## src/rtl/sipo_deser.sv

```systemverilog
// ----------------------------------------------------------------------------
// sipo_deser
//   Parametrised serial-in / parallel-out deserialiser. One serial bit is
//   accepted on each clock with shift_en high. A counter tracks how many bits
//   of the current word have arrived. On the WIDTH-th bit the assembled word
//   is copied into a holding register. The holding register is offered to a
//   word-wide consumer through a valid/ready handshake. A sticky overrun flag
//   records any completed word that overwrote one the consumer had not taken.
//
// Parameters
//   WIDTH      word length in bits, must be >= 2
//   MSB_FIRST  1: first received bit lands in dout[WIDTH-1]
//              0: first received bit lands in dout[0]
//
// Ports
//   clk         in   1      rising-edge clock
//   reset       in   1      synchronous active-high reset
//   data_in     in   1      serial data bit, sampled when shift_en=1
//   shift_en    in   1      shift strobe, one bit per enabled clock
//   clear       in   1      soft clear of the partial word (q, bit_cnt)
//   q           out  WIDTH  live shift-register contents
//   bit_cnt     out  CW     bits received in the current word
//   dout        out  WIDTH  last completed word
//   dout_valid  out  1      dout holds a word not yet consumed
//   dout_ready  in   1      consumer accepts dout while dout_valid=1
//   overrun     out  1      sticky: a completed word replaced an unconsumed one
// ----------------------------------------------------------------------------
module sipo_deser #(
    parameter int WIDTH     = 4,
    parameter bit MSB_FIRST = 1'b1,
    localparam int CW       = $clog2(WIDTH)
) (
    input  logic             clk,
    input  logic             reset,
    input  logic             data_in,
    input  logic             shift_en,
    input  logic             clear,
    output logic [WIDTH-1:0] q,
    output logic [CW-1:0]    bit_cnt,
    output logic [WIDTH-1:0] dout,
    output logic             dout_valid,
    input  logic             dout_ready,
    output logic             overrun
);

    // Counter value held while the last bit of a word is being received.
    localparam logic [CW-1:0] LAST_IDX = CW'(WIDTH - 1);

    logic [WIDTH-1:0] r_q;
    logic [CW-1:0]    r_bitCnt;
    logic [WIDTH-1:0] r_dout;
    logic             r_doutValid;
    logic             r_overrun;

    logic [WIDTH-1:0] w_shifted;
    logic             w_shiftAcc;
    logic             w_complete;
    logic             w_consume;

    // Next shift-register value if a bit is accepted this cycle. The bit
    // order decides which end the new bit enters from, so that the first bit
    // of a word ends at the requested end of dout once the word is complete.
    generate
        if (MSB_FIRST) begin : g_msbFirst
            assign w_shifted = {r_q[WIDTH-2:0], data_in};
        end else begin : g_lsbFirst
            assign w_shifted = {data_in, r_q[WIDTH-1:1]};
        end
    endgenerate

    // A clear cancels any shift in the same cycle. A word completes when
    // the accepted bit is the last one of the word. The consumer only takes
    // a word that is actually being presented.
    always_comb begin
        w_shiftAcc = shift_en & ~clear;
        w_complete = w_shiftAcc & (r_bitCnt == LAST_IDX);
        w_consume  = r_doutValid & dout_ready;
    end

    // Partial-word path: shift register and bit counter. On completion the
    // shift register keeps the shifted value rather than zeroing, because
    // every bit of the next word will overwrite it before it is used.
    always_ff @(posedge clk) begin
        if (reset) begin
            r_q      <= '0;
            r_bitCnt <= '0;
        end else if (clear) begin
            r_q      <= '0;
            r_bitCnt <= '0;
        end else if (shift_en) begin
            r_q <= w_shifted;
            if (w_complete) begin
                r_bitCnt <= '0;
            end else begin
                r_bitCnt <= r_bitCnt + CW'(1);
            end
        end
    end

    // Holding register and handshake. This path does not look at clear, so a
    // pending word survives a soft clear. A completion takes priority over a
    // consume on the same edge: the new word replaces the consumed one and
    // valid stays high. The new word counts as an overrun only when the old
    // word was still pending and the consumer was not taking it.
    always_ff @(posedge clk) begin
        if (reset) begin
            r_dout      <= '0;
            r_doutValid <= 1'b0;
            r_overrun   <= 1'b0;
        end else if (w_complete) begin
            r_dout      <= w_shifted;
            r_doutValid <= 1'b1;
            if (r_doutValid && !dout_ready) begin
                r_overrun <= 1'b1;
            end
        end else if (w_consume) begin
            r_doutValid <= 1'b0;
        end
    end

    assign q          = r_q;
    assign bit_cnt    = r_bitCnt;
    assign dout       = r_dout;
    assign dout_valid = r_doutValid;
    assign overrun    = r_overrun;

endmodule

```

## config.mk

```make
export PLATFORM = sky130hd
export DESIGN_NAME = sipo_deser
export DESIGN_NICKNAME = d
export VERILOG_FILES = /design/src/rtl/sipo_deser.sv
export SDC_FILE = /design/constraint.sdc
export NUM_CORES = 1
export LEC_CHECK = 0
export CORE_MARGIN = 2
export CORE_UTILIZATION = 37
export CTS_CLUSTER_SIZE = 16
export DETAILED_ROUTE_END_ITERATION = 8
export PLACE_DENSITY = 0.7
export SLEW_MARGIN = 20
export SYNTH_ARGS = -nofsm -noshare
export SYNTH_HDL_FRONTEND = slang
export SYNTH_SLANG_ARGS = --single-unit
export TNS_END_PERCENT = 20
```

## constraint.sdc

```tcl
create_clock -name clk -period 1 [get_ports clk]
set_input_delay 0.2 -clock clk [delete_from_list [all_inputs] [get_ports clk]]
set_output_delay 0.2 -clock clk [all_outputs]
set_load 0.05 [all_outputs]
```

==> results of run 1 <==
per-layer routing:
metal  track usage, %  wire [microns]  vias to the layer above
li1                 -               -                      206
met1             16.5             391                      180
met2             25.0             529                       12
met3             4.89              54                        2
met4             7.26               7                        0
met5                0               0                        -
metrics by stage:
step | hold WS [ps] | total power, mW | setup WS, ps | instance area [sq um]
after floorplan | 347 | 0.549 | -92.9 | 533
after global placement | 502 | 0.603 | -326 | 857
after detailed placement | 504 | 0.604 | -362 | 857
after CTS | 476 | 0.974 | -86.8 | 913
after global routing | 510 | 1.01 | -113 | 921
final | 479 | 0.962 | -80.7 | 921
worst max-delay path, stage by stage, from the launching register on:
cell     delay (ps)
dfxtp_4         360
buf_6           120
buf_12          130
cells in the mapped netlist:
master / count
or2_2: 1
and3b_1: 1
a21oi_1: 1
mux2i_1: 9
or3b_1: 1
dfxtp_1: 12
ha_1: 1
nand3b_1: 1
a21oi_2: 1
buf_6: 2
clkbuf_1: 2
nor2_1: 5
nand2b_1: 11
o31ai_1: 1
area by class of cell:
cell class	count	share of cell area, %
flip-flops and latches	12	29.1
multi-input cells	33	27.9
repair buffers	23	37.1
clock buffers	4	3.94
well taps	15	2.04
kinds of logic (layout without fill, tap and decap cells):
family          Yosys count  count (layout)
compound gates            3               3
fa+ha+maj                 1               1
buf+inv                   4              27
simple gates             20              20
mux                       9               9
flops                    12              12
sequential cells by signal, summed over array words and instances (netlist names):
register    count
dout_valid      1
overrun         1
bit_cnt         2
dout            4
q               4
report_power, final:
part	switching [mW]	total (mW)	internal, mW
Sequential	0.00588	0.477	0.471
Combinational	0.0448	0.110	0.0649
Clock	0.155	0.376	0.221
Total	0.205	0.962	0.757
timing repair:
item,CTS,global route
gates resized for setup,13,4
hold endpoints to repair,0,0
setup endpoints to repair,16,13
gates cloned,0,0
worst max path at each step:
| stage | from | end | slack (ps) | depth (start not counted) |
|---|---|---|---|---|
| 3_3_place_gp | shift_en | dout[1]$_SDFFE_PP0P_ | -330 | 3 |
| 4_1_cts | bit_cnt[0]$_SDFFE_PP0P_ | bit_cnt[0] | -90 | 2 |
| 2_1_floorplan | bit_cnt[1]$_SDFFE_PP0P_ | bit_cnt[0]$_SDFFE_PP0P_ | -90 | 3 |
| 3_5_place_dp | shift_en | dout[2]$_SDFFE_PP0P_ | -360 | 3 |
| 6_report | bit_cnt[0]$_SDFFE_PP0P_ | bit_cnt[0] | -80 | 2 |
| 5_1_grt | bit_cnt[0]$_SDFFE_PP0P_ | bit_cnt[0] | -110 | 2 |
==> run summary, run 1 <==
Status -> finished with violations
Violated checks -> setup timing
Gr usage total -> 14.8%
Per-cell routed wire length -> 11.3 microns
I/O pin count -> 18
TritonCTS Buffers -> 3
FF/Latch Area -> 268 sq um
Worst-path clk slew -> 70 ps
CTS max path bufs -> 2
H-tree depth -> 1
RSZ-0062 raised after global routing -> true
Reg2reg path depth -> 3
# setup viols final -> 7
Compound-Gate Fraction of Synth Area -> 4.15%
Pwr dens -> 1040 nW/um^2
Synth Area in Adders -> 2.44%
Critical Path RT -> 800 ps
Layout cells sized above 1 -> 52.8%
Detailed Route WL -> 982 microns
Hold EP -> bit_cnt[0]$_SDFFE_PP0P_
Reg2Reg Setup Slack -> -60 ps
Die span in x -> 41.2 microns
Synth top area share -> 46.8%
Most common cell after layout, fill and taps aside -> buf_12
Fillers -> 91
Leakage -> 0.357 nW
Post-synthesis cell area -> 513 sq um
First-pass DRT Iterations -> 2
Slew HR -> 88.2%
Synth Area in Simple Gates -> 23.2%
GRT overflow -> 0
CTS tree -> done
Area contributors post-synth -> dfxtp_1, mux2i_1, nand2b_1, buf_6, nor2_1
Largest family of logic cells by synthesized area -> simple AND/OR/NAND/NOR gates
Routed Antenna Nets -> 0
Vias per inst -> 4.60
Hold depth -> 3
Final hold viol count -> 0
Reg2reg end -> bit_cnt[0]$_SDFFE_PP0P_
Final Cycle Share -> 108%
Critical Path Source Type -> register
Peak Freq -> 0.925 GHz
Net Count, Synth -> 56
Largest area contributor in the netlist -> dfxtp_1
Initial Util -> 39.4%
Synth Area in XOR/XNOR -> 0%
Largest net degree at the start of global routing -> 12
Mux cell area share after synthesis -> 17.6%
DRC violations left -> 0
Post-Place Cells -> 83
Non-Filler Instances -> 87
Final nets -> 80
CP Capture Type -> primary output
Crit path kind -> reg2out
Post-route setup slack -> -80.7 ps
Area growth, synth to finish -> 79.5%
RePlAce Congestion -> 0.702
CTS sink cnt -> 12
Clk_lat worst skew -> 270 ps
Mapped Cells -> 49
RR Startpoint -> bit_cnt[0]$_SDFFE_PP0P_
Buffers added on ports -> 17
Vias in the first global route -> 408
Max_cap viols -> 0
Die H -> 41.2 microns
Critical Path AT -> 880 ps
Commonest non-fill, non-tap cells in the layout -> buf_12, nand2b_1, mux2i_1, dfxtp_2
FP Rows -> 13
Mapped Avg Cell Area -> 10.5 sq um
Top fanout value on the critical path -> 3
Die area -> 1700 sq um
CTS Root Cell -> clkbuf_4
First-pass GRT wire length -> 1620 microns
Post-CTS Hold Buffers -> 0
Worst hold start -> shift_en
Yosys cell types -> 14
Via Count -> 400
Worst ir drop on vdd -> 1.00 mV
Detailed Route Iter0 Violations -> 2
Yosys reg bits -> 12
Slew @ Worst Pin -> 172 ps
# diodes -> 0
Min cycle time layout -> 1080 ps
# Post-CTS Setup Buffers -> 0
Yosys warning total -> 0
Initial antenna violation count -> 0
Sum Neg Setup Slack -> -319 ps
Sequential area share after synthesis -> 46.8%
Clk_skew -> 2.07 ps
Tightest Hold Check Type -> in2reg
Area of the multi-input gates -> 256 sq um
Pins Over Slew Limit -> 0
Final core occ -> 70.8%
Core ar. -> 1300 sq um
Note: power is estimated with default switching activity, not from simulation.
==> inputs of run 2 (changes only) <==
Settings changed: SKIP_CTS_REPAIR_TIMING set to 1.
==> run 2 against run 1 <==
Effect of this change: the flow still finishes with violations (setup timing); setup slack about the same; maximum frequency about the same; sequential cell count unchanged; largest power group unchanged.
==> run summary, run 2 (synthesis results as in run 1) <==
First-pass DRT Iterations -> 4 (was 2)
GRT overflow -> 0 (unchanged)
TritonCTS Buffers -> 3 (unchanged)
Design area -> 925 sq um (was 921 sq um)
Hold depth -> 3 (unchanged)
CTS Root Cell -> clkbuf_4 (unchanged)
Initial Util -> 39.4% (unchanged)
Slew @ Worst Pin -> 168 ps (was 172 ps)
Largest net degree at the start of global routing -> 12 (unchanged)
# diodes -> 0 (unchanged)
Reg2Reg Setup Slack -> -70 ps (was -60 ps)
Commonest non-fill, non-tap cells in the layout -> buf_12, nand2b_1, mux2i_1, dfxtp_2 (unchanged)
Slew HR -> 88.7% (was 88.2%)
Clock power frac -> 38.9% (was 39.0%)
Peak Freq -> 0.925 GHz (about the same)
Tightest Hold Check Type -> in2reg (unchanged)
Detailed Route WL -> 934 microns (was 982 microns)
Critical Path AT -> 880 ps (about the same)
Worst ir drop on vdd -> 0.993 mV (was 1.00 mV)
Clk_lat worst skew -> 260 ps (was 270 ps)
RR Startpoint -> bit_cnt[0]$_SDFFE_PP0P_ (unchanged)
Worst-path clk slew -> 70 ps (about the same)
First-pass GRT wire length -> 1580 microns (was 1620 microns)
Vias per inst -> 4.59 (was 4.60)
Status -> finished with violations (unchanged)
Critical Path RT -> 800 ps (about the same)
I/O pin count -> 18 (unchanged)
Gr usage total -> 14.3% (was 14.8%)
Crit path kind -> reg2out (unchanged)
Vias in the first global route -> 412 (was 408)
Hold EP -> bit_cnt[0]$_SDFFE_PP0P_ (unchanged)
Layout cells sized above 1 -> 52.8% (unchanged)
Reg2reg end -> bit_cnt[0]$_SDFFE_PP0P_ (unchanged)
Cell Int Power -> 0.758 mW (was 0.757 mW)
CTS tree -> done (unchanged)
Pre-CTS WS -> -362 ps (unchanged)
Sequential power share -> 49.7% (was 49.6%)
Sum Neg Setup Slack -> -276 ps (was -319 ps)
RePlAce Congestion -> 0.702 (unchanged)
Final core occ -> 71.1% (was 70.8%)
Die H -> 41.2 microns (unchanged)
P_sw -> 0.202 mW (was 0.205 mW)
Post-route setup slack -> -80.5 ps (was -80.7 ps)
# setup viols final -> 7 (unchanged)
Die area -> 1700 sq um (unchanged)
Top fanout value on the critical path -> 3 (unchanged)
Final nets -> 80 (unchanged)
Critical Path Source Type -> register (unchanged)
Core ar. -> 1300 sq um (unchanged)
Comb pwr share -> 11.4% (about the same)
Non-Filler Instances -> 87 (unchanged)
Per-cell routed wire length -> 10.7 microns (was 11.3 microns)
Dpl cell area -> 857 sq um (unchanged)
Final hold viol count -> 0 (unchanged)
Buffers added on ports -> 17 (unchanged)
CTS sink cnt -> 12 (unchanged)
Routed Antenna Nets -> 0 (unchanged)
Post-Place Cells -> 83 (unchanged)
Final Cycle Share -> 108% (about the same)
Max_cap viols -> 0 (unchanged)
Fillers -> 92 (was 91)
Pins Over Slew Limit -> 0 (unchanged)
Min cycle time layout -> 1080 ps (about the same)
Via Count -> 399 (was 400)
Violated checks -> setup timing (unchanged)
DRC violations left -> 0 (unchanged)
Clk_skew -> 0.788 ps (was 2.07 ps)
Most common cell after layout, fill and taps aside -> buf_12 (unchanged)
H-tree depth -> 1 (unchanged)
Initial antenna violation count -> 0 (unchanged)
Pwr dens -> 1040 nW/um^2 (about the same)
CP Capture Type -> primary output (unchanged)
Reg2reg path depth -> 3 (unchanged)
CTS max path bufs -> 2 (unchanged)
Die span in x -> 41.2 microns (unchanged)
Leakage -> 0.365 nW (was 0.357 nW)
Switch share -> 21.1% (was 21.3%)
Detailed Route Iter0 Violations -> 1 (was 2)
Area growth, synth to finish -> 80.2% (was 79.5%)
RSZ-0062 raised after global routing -> true (unchanged)
Worst hold start -> shift_en (unchanged)
FP Rows -> 13 (unchanged)
run 2: changes by cell type in the layout (fill, tap and decap cells not counted):
cell,before,now
dlygate4sd2_1,1,0
dlymetal6s2s_1,0,1
run 2: critical path, stage by stage, from the launching register on:
cell and delay [ps]:
dfxtp_4 360, buf_6 120, buf_12 130
run 2: metrics by stage:
| step | power [mW] | hold WS, ps |
|---|---|---|
| floorplan | 0.549 | 347 |
| global placement | 0.603 | 502 |
| detailed placement | 0.604 | 504 |
| CTS | 0.975 | 517 |
| global route | 1.01 | 394 |
| finish | 0.960 | 371 |
run 2: layer usage:
layer | vias up | GRT usage [%] | wire length (microns)
li1 | 207 | - | -
met1 | 178 | 16.1 | 386
met2 | 12 | 23.8 | 489
met3 | 2 | 4.89 | 51
met4 | 0 | 7.26 | 7
met5 | - | 0 | 0
run 2: power by group through the flow:
stage | combinational (mW) | sequential (mW) | clock (mW)
floorplan | 0.0401 | 0.509 | 0
global placement | 0.109 | 0.495 | 0
detailed placement | 0.110 | 0.495 | 0
CTS | 0.110 | 0.483 | 0.382
global route | 0.119 | 0.478 | 0.414
finish | 0.110 | 0.477 | 0.373
run 2: worst max-delay path by stage:
stage / from / slack [ps] / cells after the start / end
after floorplan: bit_cnt[1]$_SDFFE_PP0P_ / -90 / 3 / bit_cnt[0]$_SDFFE_PP0P_
after global placement: shift_en / -330 / 3 / dout[1]$_SDFFE_PP0P_
after detailed placement: shift_en / -360 / 3 / dout[2]$_SDFFE_PP0P_
after CTS: bit_cnt[0]$_SDFFE_PP0P_ / -110 / 2 / bit_cnt[0]
after global routing: bit_cnt[0]$_SDFFE_PP0P_ / -120 / 3 / bit_cnt[0]$_SDFFE_PP0P_
final: bit_cnt[0]$_SDFFE_PP0P_ / -80 / 2 / bit_cnt[0]
run 2: area by class of cell:
| type | instances | area [sq um] | share of cell area [%] |
|---|---|---|---|
| Clock buffer | 4 | 36.3 | 3.92 |
| Tap cell | 15 | 18.8 | 2.03 |
| Multi-Input combinational cell | 33 | 256 | 27.7 |
| Sequential cell | 12 | 268 | 29.0 |
| Timing Repair Buffer | 23 | 345 | 37.3 |
==> inputs of run 3 (changes only) <==
Settings changed: SKIP_CTS_REPAIR_TIMING 1 to unset.
==> results of run 3 <==
No change in the layout: final DEF, timing and power equal those of run 1.
